==> src/rtl/mem_stage_ctrl.sv <==
// mem_stage_ctrl: memory-stage controller for a simple in-order pipeline.
//
// This block decodes the MEM-stage instruction. Loads and stores start a
// memory handshake and stall the upstream pipeline until it completes.
// beq/bne/j are resolved combinationally and never stall.
//
// Ports:
//   clk, rst      rising-edge clock, synchronous active-high reset
//   valid_in      MEM-stage instruction valid
//   opcode        6-bit MIPS-style opcode
//   zero          ALU zero flag of the same instruction
//   alu_result    effective address
//   store_data    store operand
//   mem_req/we    registered memory request / write enable
//   mem_addr      address latched at issue
//   mem_wdata     store data latched at issue
//   mem_ack       memory completion; mem_rdata is valid in the same cycle
//   mem_rdata     read data
//   stall         holds the upstream pipeline
//   load_data     captured read data (0 after a timeout)
//   load_valid    one-cycle pulse when load_data is valid
//   branch_taken  resolved beq/bne
//   jump          j instruction
//   mem_err       one-cycle pulse when a request times out
module mem_stage_ctrl #(
    parameter int ADDR_W  = 32,
    parameter int DATA_W  = 32,
    parameter int TIMEOUT = 15
) (
    input  logic              clk,
    input  logic              rst,
    input  logic              valid_in,
    input  logic [5:0]        opcode,
    input  logic              zero,
    input  logic [ADDR_W-1:0] alu_result,
    input  logic [DATA_W-1:0] store_data,
    output logic              mem_req,
    output logic              mem_we,
    output logic [ADDR_W-1:0] mem_addr,
    output logic [DATA_W-1:0] mem_wdata,
    input  logic              mem_ack,
    input  logic [DATA_W-1:0] mem_rdata,
    output logic              stall,
    output logic [DATA_W-1:0] load_data,
    output logic              load_valid,
    output logic              branch_taken,
    output logic              jump,
    output logic              mem_err
);

    localparam logic [5:0] OP_LW  = 6'b100011;
    localparam logic [5:0] OP_SW  = 6'b101011;
    localparam logic [5:0] OP_BEQ = 6'b000100;
    localparam logic [5:0] OP_BNE = 6'b000101;
    localparam logic [5:0] OP_J   = 6'b000010;

    // The counter holds the number of REQ cycles already spent without an
    // ack. When it reaches this value, the current REQ cycle is the last one.
    localparam logic [7:0] CNT_LAST = 8'(TIMEOUT - 1);

    typedef enum logic [1:0] {
        IDLE = 2'd0,
        REQ  = 2'd1,
        DONE = 2'd2
    } state_t;

    state_t     state_reg;
    logic [7:0] cnt_reg;
    logic       is_load_reg;

    logic is_lw;
    logic is_sw;
    logic idle_valid;
    logic start;

    assign is_lw      = (opcode == OP_LW);
    assign is_sw      = (opcode == OP_SW);
    assign idle_valid = valid_in && (state_reg == IDLE);
    assign start      = idle_valid && (is_lw || is_sw);

    // stall rises in the issue cycle, before the FSM has left IDLE. This
    // freezes the upstream pipeline without a one-cycle bubble.
    assign stall = start || (state_reg == REQ);

    assign branch_taken = idle_valid &&
                          (((opcode == OP_BEQ) && zero) ||
                           ((opcode == OP_BNE) && !zero));
    assign jump         = idle_valid && (opcode == OP_J);

    always_ff @(posedge clk) begin
        if (rst) begin
            state_reg   <= IDLE;
            cnt_reg     <= '0;
            is_load_reg <= 1'b0;
            mem_req     <= 1'b0;
            mem_we      <= 1'b0;
            mem_addr    <= '0;
            mem_wdata   <= '0;
            load_data   <= '0;
            load_valid  <= 1'b0;
            mem_err     <= 1'b0;
        end else begin
            // load_valid and mem_err are single-cycle pulses. Each one is
            // set only on the REQ->DONE edge, so it is high only in DONE.
            load_valid <= 1'b0;
            mem_err    <= 1'b0;
            case (state_reg)
                IDLE: begin
                    if (start) begin
                        mem_addr    <= alu_result;
                        mem_wdata   <= store_data;
                        mem_we      <= is_sw;
                        is_load_reg <= is_lw;
                        cnt_reg     <= '0;
                        mem_req     <= 1'b1;
                        state_reg   <= REQ;
                    end
                end
                REQ: begin
                    // The ack is checked first, so a completion that lands
                    // in the last allowed cycle is not reported as a timeout.
                    if (mem_ack) begin
                        mem_req    <= 1'b0;
                        load_valid <= is_load_reg;
                        if (is_load_reg) begin
                            load_data <= mem_rdata;
                        end
                        state_reg <= DONE;
                    end else if (cnt_reg == CNT_LAST) begin
                        mem_req    <= 1'b0;
                        mem_err    <= 1'b1;
                        load_data  <= '0;
                        load_valid <= is_load_reg;
                        state_reg  <= DONE;
                    end else begin
                        cnt_reg <= cnt_reg + 8'd1;
                    end
                end
                DONE: begin
                    state_reg <= IDLE;
                end
                default: begin
                    state_reg <= IDLE;
                end
            endcase
        end
    end

endmodule

==> config.mk <==
export PLATFORM = sky130hd
export DESIGN_NAME = mem_stage_ctrl
export DESIGN_NICKNAME = d
export VERILOG_FILES = /design/src/rtl/mem_stage_ctrl.sv
export SDC_FILE = /design/constraint.sdc
export NUM_CORES = 1
export LEC_CHECK = 0
export ABC_AREA = 1
export CAP_MARGIN = 20
export CELL_PAD_IN_SITES_DETAIL_PLACEMENT = 0
export CELL_PAD_IN_SITES_GLOBAL_PLACEMENT = 1
export CORE_MARGIN = 3
export CORE_UTILIZATION = 29
export CTS_BUF_LIST = sky130_fd_sc_hd__clkbuf_16
export DETAILED_ROUTE_END_ITERATION = 8
export GPL_TIMING_DRIVEN = 0
export PLACE_DENSITY = 0.85
export SYNTH_ARGS = -nofsm -noshare
export SYNTH_HDL_FRONTEND = slang
export SYNTH_SLANG_ARGS = --single-unit
export TNS_END_PERCENT = 1
==> constraint.sdc <==
create_clock -name clk -period 1.58 [get_ports clk]
set_input_delay 0.316 -clock clk [delete_from_list [all_inputs] [get_ports clk]]
set_output_delay 0.316 -clock clk [all_outputs]
set_load 0.02 [all_outputs]
Word-level counts from Yosys, hierarchy flattened
Cells that the tools add are included.

operators by class
  reduce and logical (&&, ||, !) cells = 20
  mux-type cells = 18
  $add $sub $neg = 1
  bitwise gates (word level) = 1
  equal/unequal tests = 12

operator list
  operator                                                number
  two-way mux 32 bit                                      3
  two-way mux 8 bit                                       3
  case mux 8 bit (2 select lines)                         1
  == test 6 x 3 -> 1 bit (second input constant)          2
  == test 6 bit (second input constant)                   2
  adder 8 x 1 -> 8 bit (second input constant)            1
  == test 8 x 4 -> 1 bit (second input constant)          1
  == test 6 x 2 -> 1 bit (second input constant)          1
  logical AND 1 bit                                       6
  two-way mux 1 bit                                       6
  two-way mux 2 bit                                       3
  inequality test 2 bit (second input constant)           3
  AND reduction 3 bit                                     2
  case mux 2 bit (2 select lines)                         1
  AND reduction 2 bit                                     2
  AND reduction 4 bit                                     1
  nonzero test 2 bit                                      2
  logical OR 1 bit                                        3
  inequality test 3 x 2 -> 1 bit (second input constant)  1
  OR reduction 3 bit                                      1
  == test 2 x 1 -> 1 bit (second input constant)          1
  logical NOT 2 bit                                       1
  inequality test 2 x 1 -> 1 bit (second input constant)  1
  case mux 1 bit (2 select lines)                         1
  other kinds (3)                                         3

word-level totals
  input bits = 107
  logic and storage cells = 62
  flip-flop bits (word level) = 111
  output and inout port bits = 103

Longest topological paths before layout
Gate-level depths: netlist of the first run.

  depth in word-level cells = 5
  mapped depth = 10

Least setup slack after synthesis of the first run
OpenSTA, ideal clock, no wires.

  kind = reg-to-output
  from = register state_reg[1]
  to = output port stall
  arrival = 1.088 ns
  stages on the path, launching flop included = 8
  data required time = 1.264 ns
  slack = 0.176 ns
  cells stage by stage = dfxtp_1 -> nor2_1 -> nand2_1 -> nor2_1 -> nand2_1 -> buf_4 -> buf_2 -> nand2_1

on the way
  word-level cells in the longest chain between the ends = 4

ends and longest elaborated chain
  what                    RTL line  RTL
  start, declared         67        state_t state_reg;
  start signal, assigned  92        state_reg <= IDLE;
  start signal, assigned  116       state_reg <= REQ;
  start signal, assigned  128       state_reg <= DONE;
  logical NOT 2 bit       78        assign idle_valid = valid_in && (state_reg == IDLE);
  logical AND 1 bit       78
  logical AND 1 bit       79        assign start = idle_valid && (is_lw || is_sw);
  logical OR 1 bit *      83        assign stall = start || (state_reg == REQ);
  end, declared           43        output logic stall,

Mark *: on every way between the ends. The rest lies on a longest branch, timed or not.

Final worst setup path of the first run
  from = input port opcode[3]
  to = output port jump

on the way
  word-level cells in the longest chain between the ends = 2

ends and longest elaborated chain
  what                    RTL line  RTL
  start, declared         33        input logic [5:0] opcode,
  == test 6 x 2 -> 1 bit  88        assign jump = idle_valid && (opcode == OP_J);
  logical AND 1 bit       88
  end, declared           47        output logic jump,

Every way passes these cells.

==> results of run 1 <==
-- layer usage --
layer	wire, µm	track usage, %	up-vias
met3	698	3.59	11
met5	0	0	-
met4	162	4.51	0
li1	-	-	2430
met2	7360	27.0	103
met1	6680	21.1	2164
-- kinds of logic after synthesis --
| logic type | Yosys count | share of synthesized area (%) |
|---|---|---|
| XOR/XNOR | 2 | 0.370 |
| flip-flops | 111 | 47.0 |
| adder cells (fa/ha/maj) | 2 | 0.529 |
| AND/OR/NAND/NOR | 331 | 31.4 |
| buffers and inverters | 60 | 8.02 |
| AO/OA/AOI/OAI | 108 | 12.7 |
-- final timing paths --
check	end	slack (ps)
worst max-delay path	jump	-220
worst min-delay path	load_data[31]	410
worst max register to register	mem_req	-180
worst min register to register	mem_wdata[0]	460
-- stage by stage --
| step | area, µm² | TNS [ps] |
|---|---|---|
| 4_1_cts | 7350 | -12370 |
| 2_1_floorplan | 4730 | 0 |
| 3_5_place_dp | 7080 | -57130 |
| 6_report | 7490 | -5980 |
| 3_3_place_gp | 7080 | -55580 |
| 5_1_grt | 7490 | -13420 |
-- layout by cell type (no fill, tap or decap), types with 3 or more instances in the layout --
cell type and instances:
nor2_1 167, dfxtp_2 4, nand3_2 18, buf_4 18
buf_12 7, clkdlybuf4s50_1 102, buf_6 3, buf_8 5
o21ai_1 65, a21oi_1 26, inv_1 9, buf_2 10
dlygate4sd2_1 103, nand2_1 90, clkbuf_1 13, inv_2 4
nor2_4 3, dfxtp_1 107, nand3_1 25, a21oi_2 15
clkinv_2 3, nand2_2 6, clkbuf_16 10, nor2_2 11
-- power breakdown --
| part | switching [mW] | internal (mW) |
|---|---|---|
| logic | 0.245 | 0.330 |
| clock network | 1.06 | 1.38 |
| registers | 0.0101 | 2.82 |
| total | 1.32 | 4.53 |
-- final cells by class --
| cell class | instances | share of cell area (%) |
|---|---|---|
| flip-flops and latches | 111 | 29.7 |
| multi-input cells | 443 | 29.0 |
| repair buffers | 220 | 27.7 |
| plain buffers | 45 | 5.08 |
| well taps | 216 | 3.61 |
| clock buffers | 9 | 3.01 |
| clock inverters | 6 | 1.12 |
| inverters | 14 | 0.769 |
-- worst reg2reg max path, stage by stage (launching register included) --
cell and delay [ps]:
dfxtp_2 340, nor2_4 110, nand2_2 60, nor2_2 110
nand2_2 70, buf_4 130, buf_4 120, buf_4 120
buf_4 130, inv_6 70, buf_12 140, buf_12 120
o21ai_1 50, a21oi_1 130
-- what timing repair did --
action / in CTS / in global routing
gates cloned: 0 / 1
pin swaps: 3 / 27
endpoints found under the setup margin: 193 / 108
resized for setup: 133 / 25
buffers inserted: 6 / 5
==> metrics.md, run 1 <==
| Metric | Value |
|---|---|
| Grt total ovfl | 0 |
| # diodes | 0 |
| GRT Total Usage | 16.2% |
| TritonRoute pass-1 iters | 4 |
| Least-Margin Pin Slew | 532 ps |
| Top post-synthesis cells by count | nor2_1 (169), dfxtp_1 (111), nand2_1 (95) |
| Core area | 15900 µm² |
| Leakage | 3.31 nW |
| Syn Inst Count | 614 |
| Nets | 953 |
| Dpl hpwl | 11000 µm |
| Critical path buffers and inverters | 2 |
| Fmax | 0.554 GHz |
| Top Registers | load_data: 32 flops, mem_addr: 32 flops, mem_wdata: 32 flops |
| Die footprint | 17900 µm² |
| Dpl ws | -1010 ps |
| CP max stage cell | clkdlybuf4s50_1 |
| WL/cell | 14.0 µm |
| Crit. End Element | output port |
| Yosys cell types | 29 |
| Crit path required time | 1260 ps |
| Layout cell share with drive strength beyond 1 | 15.3% |
| Final period util | 114% |
| Critical R2R Launch | state_reg[1] |
| Post-synth top flop | dfxtp_1 |
| HP Start | mem_ack |
| Slew headroom | 64.5% |
| Layout filler cell count | 1656 |
| WS Path Type | primary input to output port |
| Power Total | 5.85 mW |
| Vias in the first global route | 4388 |
| Syn Nets | 723 |
| Placed Cells | 1038 |
| Port buffer count | 208 |
| Clock transition at path regs | 70 ps |
| H-tree Lvls | 3 |
| Final setup viols | 71 |
| Hold Fails Final Rpt | 0 |
| CP Cell Sequence | clkdlybuf4s50_1 -> nor4_1 -> nand2_1 -> nor2_1 -> clkdlybuf4s15_2 |
| CTS root buf | clkbuf_16 |
| Clock Skew | 8.44 ps |
| Hold Crit Depth | 5 |
| CTS tree | built |
| Worst Setup Start Kind | primary input |
| Routability cong. | 0.782 |
| Synthesized area | 4730 µm² |
| Hold Crit Class | primary input to register |
| Failing checks | setup timing |
| Unrepaired setup endpoints after global routing | yes |
| First-pass GRT wire length | 23400 µm |
| Final std cells w/o fill | 1064 |
| CP max stage delay | 430 ps |
| Count leader, synth | nor2_1 |
| Row count | 46 |
| DIE WIDTH | 134 µm |
| Largest net degree at the start of global routing | 18 |
| Worst VDD drop | 0.573 mV |
| Worst setup margin | -223 ps |
| CTS max path bufs | 2 |
| Detailed Route WL | 14900 µm |
| Post-route ant nets | 0 |
| Worst r2r path cells | 13 |
| Worst Setup SP | opcode[3] |
| Area of the multi-input gates | 2170 µm² |
| DRC | 0 |
| Crit path depth | 5 |
| Status | finished with violations |
| Ys Warns | 0 |
| Top cell type's share of synthesized area | 47.0% |
| Worst path top cell family by delay | buffers and inverters |
| Asr flop ratio synth | 0% |
| Storage element area | 2230 µm² |
| Via density | 4.42 |
| Hold Buf Count CTS | 0 |
| Mapped Avg Cell Area | 7.70 µm² |
| Fin. max-slew vios | 0 |
| P&R area growth vs syn | 58.3% |
| Num ports | 210 |
| Post-synth EDFFs | 0 |
| Arrival time worst endpoint | 1490 ps |
| Initial antenna violation count | 0 |
| Max Cap Viol | 0 |
| Clock latency at the later pin of the worst-skew pair | 350 ps |
| Inserted Clock Buffers | 9 |
| Vias | 4708 |
| Sequential area share after synthesis | 47.0% |
| Cell Pwr Density | 781 nW/µm² |
| Synth top area cells | dfxtp_1 (47%), nor2_1 (13%), nand2_1 (7.5%), o21ai_1 (7.0%), nand3_2 (3.8%) |
| Final min period | 1800 ps |
| CP Max Fanout | 2 |
| Starting Density | 29.7% |
| First DRT Iteration DRCs | 226 |
| CTS sink cnt | 111 |
| Die Span Y | 134 µm |
| Yosys reg bits | 111 |
| Largest area contributor in the netlist | dfxtp_1 |
| Finished Core Util | 47.0% |
| Worst hold slack | 408 ps |
(Power assumes the default switching activity.)
==> inputs of run 2 (changes only) <==
--- a/config.mk
+++ b/config.mk
@@ -12,6 +12,7 @@
 export CORE_MARGIN = 3
 export CORE_UTILIZATION = 29
 export CTS_BUF_LIST = sky130_fd_sc_hd__clkbuf_16
+export CTS_CLUSTER_DIAMETER = 30
 export DETAILED_ROUTE_END_ITERATION = 8
 export GPL_TIMING_DRIVEN = 0
 export PLACE_DENSITY = 0.85
==> results of run 2 <==
The final DEF is identical to that of run 1; final timing and power are the same.
==> inputs of run 3 (changes only) <==
--- a/config.mk
+++ b/config.mk
@@ -16,6 +16,7 @@
 export DETAILED_ROUTE_END_ITERATION = 8
 export GPL_TIMING_DRIVEN = 0
 export PLACE_DENSITY = 0.85
+export SLEW_MARGIN = 20
 export SYNTH_ARGS = -nofsm -noshare
 export SYNTH_HDL_FRONTEND = slang
 export SYNTH_SLANG_ARGS = --single-unit
==> results of run 3 <==
The final DEF is identical to that of run 1; final timing and power are the same.
